$ cat src/rtl/gf163_divider_if.sv
// Request/result bundle of the GF(2^163) divider: operands and start in,
// busy/done/quotient/error out.
interface gf163_divider_if #(
  parameter int M = 163
);
  logic         start;
  logic [M-1:0] a;
  logic [M-1:0] b;
  logic         busy;
  logic         done;
  logic [M-1:0] c;
  logic         err;

  modport master (output start, a, b, input busy, done, c, err);
  modport slave  (input start, a, b, output busy, done, c, err);
endinterface

$ cat src/rtl/gf163_divider.sv
// Sequential GF(2^163) divider c = a * b^-1 mod f(x) (binary extended Euclid, one step per cycle).
// Optional divide-by-zero detection is enabled by defining GF163_DIV_ZCHK_EN.
//
// state | meaning
// IDLE  | waiting for start; c holds the last quotient
// RUN   | one Euclid step per cycle until u==1, v==1 or the iteration cap
// DONE  | one-cycle done pulse with c/err valid, then back to IDLE
module gf163_divider #(
  parameter int           M    = 163,
  parameter logic [M-1:0] POLY = {{(M-8){1'b0}}, 8'hC9}
) (
  input  logic           clk,
  input  logic           rst_n,
  gf163_divider_if.slave bus
);
  localparam int         MAXCYC = 4 * M;
  localparam int         CW     = $clog2(MAXCYC + 1);
  localparam int         DW     = $clog2(M + 1);
  localparam logic [M:0] ONE    = {{M{1'b0}}, 1'b1};

  typedef enum logic [1:0] {IDLE, RUN, DONE} state_e;

  state_e        state_q, state_d;
  logic [M:0]    u_q, u_d;
  logic [M:0]    v_q, v_d;
  logic [M-1:0]  g1_q, g1_d;
  logic [M-1:0]  g2_q, g2_d;
  logic [M-1:0]  c_q, c_d;
  logic [CW-1:0] cnt_q, cnt_d;
`ifdef GF163_DIV_ZCHK_EN
  logic          err_q, err_d;
`endif

  // Degree of a polynomial: index of its leading one.
  function automatic logic [DW-1:0] deg(input logic [M:0] x);
    deg = '0;
    for (int i = 0; i <= M; i++) begin
      if (x[i]) deg = DW'(i);
    end
  endfunction

  // g / x mod f: add f first when g is odd so the shift is exact.
  function automatic logic [M-1:0] div_x(input logic [M-1:0] g);
    logic [M:0] t;
    t = g[0] ? ({1'b0, g} ^ {1'b1, POLY}) : {1'b0, g};
    div_x = t[M:1];
  endfunction

  always_ff @(posedge clk) begin
    if (!rst_n) begin
      state_q <= IDLE;
      u_q     <= '0;
      v_q     <= '0;
      g1_q    <= '0;
      g2_q    <= '0;
      c_q     <= '0;
      cnt_q   <= '0;
`ifdef GF163_DIV_ZCHK_EN
      err_q   <= 1'b0;
`endif
    end else begin
      state_q <= state_d;
      u_q     <= u_d;
      v_q     <= v_d;
      g1_q    <= g1_d;
      g2_q    <= g2_d;
      c_q     <= c_d;
      cnt_q   <= cnt_d;
`ifdef GF163_DIV_ZCHK_EN
      err_q   <= err_d;
`endif
    end
  end

  always_comb begin
    state_d = state_q;
    u_d     = u_q;
    v_d     = v_q;
    g1_d    = g1_q;
    g2_d    = g2_q;
    c_d     = c_q;
    cnt_d   = cnt_q;
`ifdef GF163_DIV_ZCHK_EN
    err_d   = err_q;
`endif
    case (state_q)
      IDLE: begin
        if (bus.start) begin
          u_d   = {1'b0, bus.b};
          v_d   = {1'b1, POLY};
          g1_d  = bus.a;
          g2_d  = '0;
          cnt_d = '0;
`ifdef GF163_DIV_ZCHK_EN
          err_d = (bus.b == '0);
          if (bus.b == '0) begin
            c_d     = '0;
            state_d = DONE;
          end else begin
            state_d = RUN;
          end
`else
          state_d = RUN;
`endif
        end
      end
      RUN: begin
        cnt_d = cnt_q + 1'b1;
        // Termination tests come before any update, so u==v==1 returns g1.
        if (u_q == ONE) begin
          c_d     = g1_q;
          state_d = DONE;
        end else if (v_q == ONE) begin
          c_d     = g2_q;
          state_d = DONE;
        end else if (cnt_q == CW'(MAXCYC)) begin
          c_d     = '0;
          state_d = DONE;
        end else if (!u_q[0]) begin
          u_d  = u_q >> 1;
          g1_d = div_x(g1_q);
        end else if (!v_q[0]) begin
          v_d  = v_q >> 1;
          g2_d = div_x(g2_q);
        end else if (deg(u_q) > deg(v_q)) begin
          u_d  = u_q ^ v_q;
          g1_d = g1_q ^ g2_q;
        end else begin
          v_d  = v_q ^ u_q;
          g2_d = g2_q ^ g1_q;
        end
      end
      DONE: begin
        state_d = IDLE;
      end
      default: begin
        state_d = IDLE;
      end
    endcase
  end

  assign bus.busy = (state_q != IDLE);
  assign bus.done = (state_q == DONE);
  assign bus.c    = c_q;
`ifdef GF163_DIV_ZCHK_EN
  assign bus.err  = err_q;
`else
  assign bus.err  = 1'b0;
`endif

endmodule

$ cat src/flat_wrapper.sv
// flat-port wrapper written by rule: the top's interface ports become plain ports
module gf163_divider_flat 
#(
  parameter int           M    = 163,
  parameter logic [M-1:0] POLY = {{(M-8){1'b0}}, 8'hC9}
)
  (clk, rst_n, bus_start, bus_a, bus_b, bus_busy, bus_done, bus_c, bus_err);
  gf163_divider_if #(.M(M)) bus_i ();
  input  logic clk;
  input  logic rst_n;
  input wire logic [$bits(bus_i.start)-1:0] bus_start;
  input wire logic [$bits(bus_i.a)-1:0] bus_a;
  input wire logic [$bits(bus_i.b)-1:0] bus_b;
  output wire logic [$bits(bus_i.busy)-1:0] bus_busy;
  output wire logic [$bits(bus_i.done)-1:0] bus_done;
  output wire logic [$bits(bus_i.c)-1:0] bus_c;
  output wire logic [$bits(bus_i.err)-1:0] bus_err;
  assign bus_i.start = bus_start;
  assign bus_i.a = bus_a;
  assign bus_i.b = bus_b;
  assign bus_busy = bus_i.busy;
  assign bus_done = bus_i.done;
  assign bus_c = bus_i.c;
  assign bus_err = bus_i.err;
  gf163_divider #(.M(M), .POLY(POLY)) u_core (.clk(clk), .rst_n(rst_n), .bus(bus_i));
endmodule
$ cat config.mk
export PLATFORM = sky130hd
export DESIGN_NAME = gf163_divider_flat
export DESIGN_NICKNAME = d
export VERILOG_FILES = /design/src/rtl/gf163_divider_if.sv /design/src/rtl/gf163_divider.sv /design/src/flat_wrapper.sv
export SDC_FILE = /design/constraint.sdc
export NUM_CORES = 2
export LEC_CHECK = 0
export ABC_AREA = 1
export CORE_ASPECT_RATIO = 0.9
export CORE_UTILIZATION = 41
export CTS_CLUSTER_DIAMETER = 80
export DETAILED_ROUTE_END_ITERATION = 8
export GPL_TIMING_DRIVEN = 0
export PLACE_DENSITY_LB_ADDON = 0.1
export SYNTH_ARGS = -nofsm -noshare
export SYNTH_HDL_FRONTEND = slang
export SYNTH_SLANG_ARGS = --single-unit
$ cat constraint.sdc
create_clock -name clk -period 14.3 [get_ports clk]
set_clock_uncertainty 0.2 [all_clocks]
set_input_delay 1.43 -clock clk [delete_from_list [all_inputs] [get_ports clk]]
set_output_delay 1.43 -clock clk [all_outputs]
set_load 0.1 [all_outputs]
==> out/qor.yml <==
global_route:
  grt_pass1_wl_um: 263000
  top_usage_layer: "met2"
  use_met1_pct: 41.3
  grt_usage_pct: 29.3
  use_met3_pct: 4.48
  grt_pass1_vias: 45135
  antenna_found_initial: 28
  overflow: 0
  grtUsageMet2_pct: 44.2
  grt_max_degree: 14
synth:
  synth_area_leaders: "dfxtp_1, nand2_1, xnor2_1, o21ai_0, a211oi_1"
  ys_types: 38
  yosysTopAreaCell: "dfxtp_1"
  synth-seq-cells: 829
  syn_area_per_cell_um2: 7.45
  syn_inst: 6169
  synth_nets: 6508
  syn-cell-area_um2: 46000
  synth_top_area_share_pct: 36.1
  synth-seq-area-share_pct: 36.1
  ys_warn_count: 0
run_status:
  violations: "capacitance limit, slew limit"
  status: "finished with violations"
die:
  fp.dieH_um: 320
  design.core.area_um2: 111000
  die_width_um: 355
  fp-row-count: 116
  io_pins: 495
  floorplan.initialDensity_pct: 41.3
  die-area_um2: 113000
layout:
  final_area_um2: 56100
  syn_to_final_growth_pct: 22.2
  layout_common_cells: "nand2_1, dfxtp_1, clkbuf_1"
  nNetsFinal: 7099
  final_core_util_pct: 50.5
  drive_above_1_share_pct: 4.42
  instances_no_fill: 8330
  final_common_cell: "nand2_1"
timing:
  drv_slew: 11
  max_slew_margin_pct: -7.30
  fmax_ghz: 0.0771
  finalCritPeriodShare_pct: 90.7
  hold_viol: 0
  fin_tns_setup_ns: 0
  period_minus_slack_ns: 12.98
  worstMarginPinSlew_ns: 1.61
  setup_viol: 0
  grt_setup_unrepaired: "yes"
clocking:
  clkSlewWorstSetupHoldPaths_ns: 0.06
  cts_setup_buffers: 0
  clk_latency_ns: 0.70
  cts_buffers: 96
  clockRootBuffer: "clkbuf_16"
  cts_buffer_depth: 3
  cts_tree: "built"
  htreeDepth: 3
  clock_sinks: 829
routing:
  wl_per_cell_um: 20.8
  drtIter0Drc: 4196
  vias_per_cell: 5.74
  first_pass_iters: 6
  vias: 47782
  ant_nets: 0
  drc_errors: 0
  routed_wl_um: 174000
hold_path:
  min_path_type: "flip-flop to flip-flop"
power_and_ir_drop:
  power_mw: 7.26
  vdd_drop_max_uv: 94.7
  p_leak_nw: 19.3
  power.density_nw_per_um2: 129
worst_setup_path:
  cpPeakStageDelay_ns: 0.58
  cp.arrival_ns: 13.39
  cpMostUsedCell: "nand2_1"
  crit_family: "simple AND/OR/NAND/NOR gates"
  crit_path_top_delay_cell: "clkbuf_1"
  critPathLaunchType: "flip-flop"
  worstSetupPathType: "flip-flop to flip-flop"
  worst_setup_path_end_kind: "flip-flop"
  crit_fanout: 10
  critPathBufInv: 6
  cp.required_ns: 14.72
placement:
  place_area_um2: 52700
  dp_hpwl_um: 130000
  io_buffers: 492
  place_congestion: 0.898
  dp_cells: 8137
run:
  cap_viol_max_count: 1
[layer usage]
layer  share of wire, %  routed length [um]  up-vias
met3                6.9               12000      309
met4                3.7                6460       10
met2                 43               75300     1675
met5              0.031                  54        -
li1                   -                   -    23098
met1                 46               79900    22690
[state kept, by name (all words and copies together) (netlist names)]
signal / cells
u_core.g1_q: 163
u_core.state_q: 2
u_core.cnt_q: 10
u_core.v_q: 164
u_core.g2_q: 163
u_core.u_q: 164
u_core.bus.c: 163
[tightest hold or removal path, cell delays in order, from the launching register on]
cell and delay (ns):
dfxtp_1 0.31, nand2_1 0.06, a211oi_1 0.07
[cell type report]
cell class	count	area, um^2
clock buffers	153	2990
multi-input cells	4273	23900
repair buffers	493	4940
clock inverters	21	313
fillers	11219	55000
plain buffers	538	2070
diodes	19	47.5
flip-flops and latches	829	16600
well taps	1475	1850
inverters	529	3450
[Yosys cell counts]
library cell / instances
xnor2_1: 326
ha_1: 10
nor3_1: 170
a21oi_2: 1
o22ai_1: 321
o31ai_1: 2
a2bb2oi_1: 160
o21bai_1: 5
clkinv_1: 56
a311oi_1: 1
o21ai_0: 510
bufinv_8: 106
nor2_1: 432
a2111oi_0: 157
clkinv_2: 1
buf_1: 11
a211oi_1: 320
a21oi_1: 352
nor4_1: 9
inv_2: 5
o21ai_1: 1
o221ai_1: 7
buf_4: 1
o211ai_1: 1
buf_2: 1
a31oi_1: 331
inv_1: 361
a21boi_0: 1
o41ai_1: 1
a221oi_1: 7
nand2_1: 952
nand4_1: 8
xor2_1: 5
a22oi_1: 1
conb_1: 1
nand3_1: 181
dfxtp_1: 829
clkbuf_1: 525
[kinds of logic after synthesis]
kind of cell | after synthesis | synth area share [%]
xor gates and xnor gates | 331 | 6.31
buffers and inverters | 1067 | 11.9
other | 1 | 0.00816
DFF | 829 | 36.1
AOI/OAI and AO/OA | 2179 | 30.0
adders and majority gates | 10 | 0.272
and+or+nand+nor | 1752 | 15.4
[repair_timing]
action | CTS | global route
hold buffers | 0 | 0
endpoints found under the setup margin | 0 | 495
gates resized for setup | 0 | 85
[metrics by stage]
step | hold slack [ns] | setup WS (ns)
global route | 0.305 | -0.0386
detailed placement | 0.269 | 0.831
floorplan | 0.237 | 4.73
CTS | 0.277 | 0.727
global placement | 0.262 | 0.813
finish | 0.280 | 1.32
[report_power, final]
group          internal, mW  switching (mW)
logic                 0.774            1.12
clock network          1.54            1.07
registers              2.52           0.229
[final timing paths]
| check | endpoint | slack, ns | from | cells after the start |
|---|---|---|---|---|
| worst max register to register | u_core.g2_q[3] | 1.32 | u_core.u_q[2] | 177 |
| worst max-delay path | u_core.g2_q[3] | 1.32 | u_core.u_q[2] | 177 |
| worst min-delay path | u_core.cnt_q[8] | 0.28 | u_core.cnt_q[8] | 2 |
| worst min register to register | u_core.cnt_q[8] | 0.28 | u_core.cnt_q[8] | 2 |
Note: power is estimated with default switching activity, not from simulation.
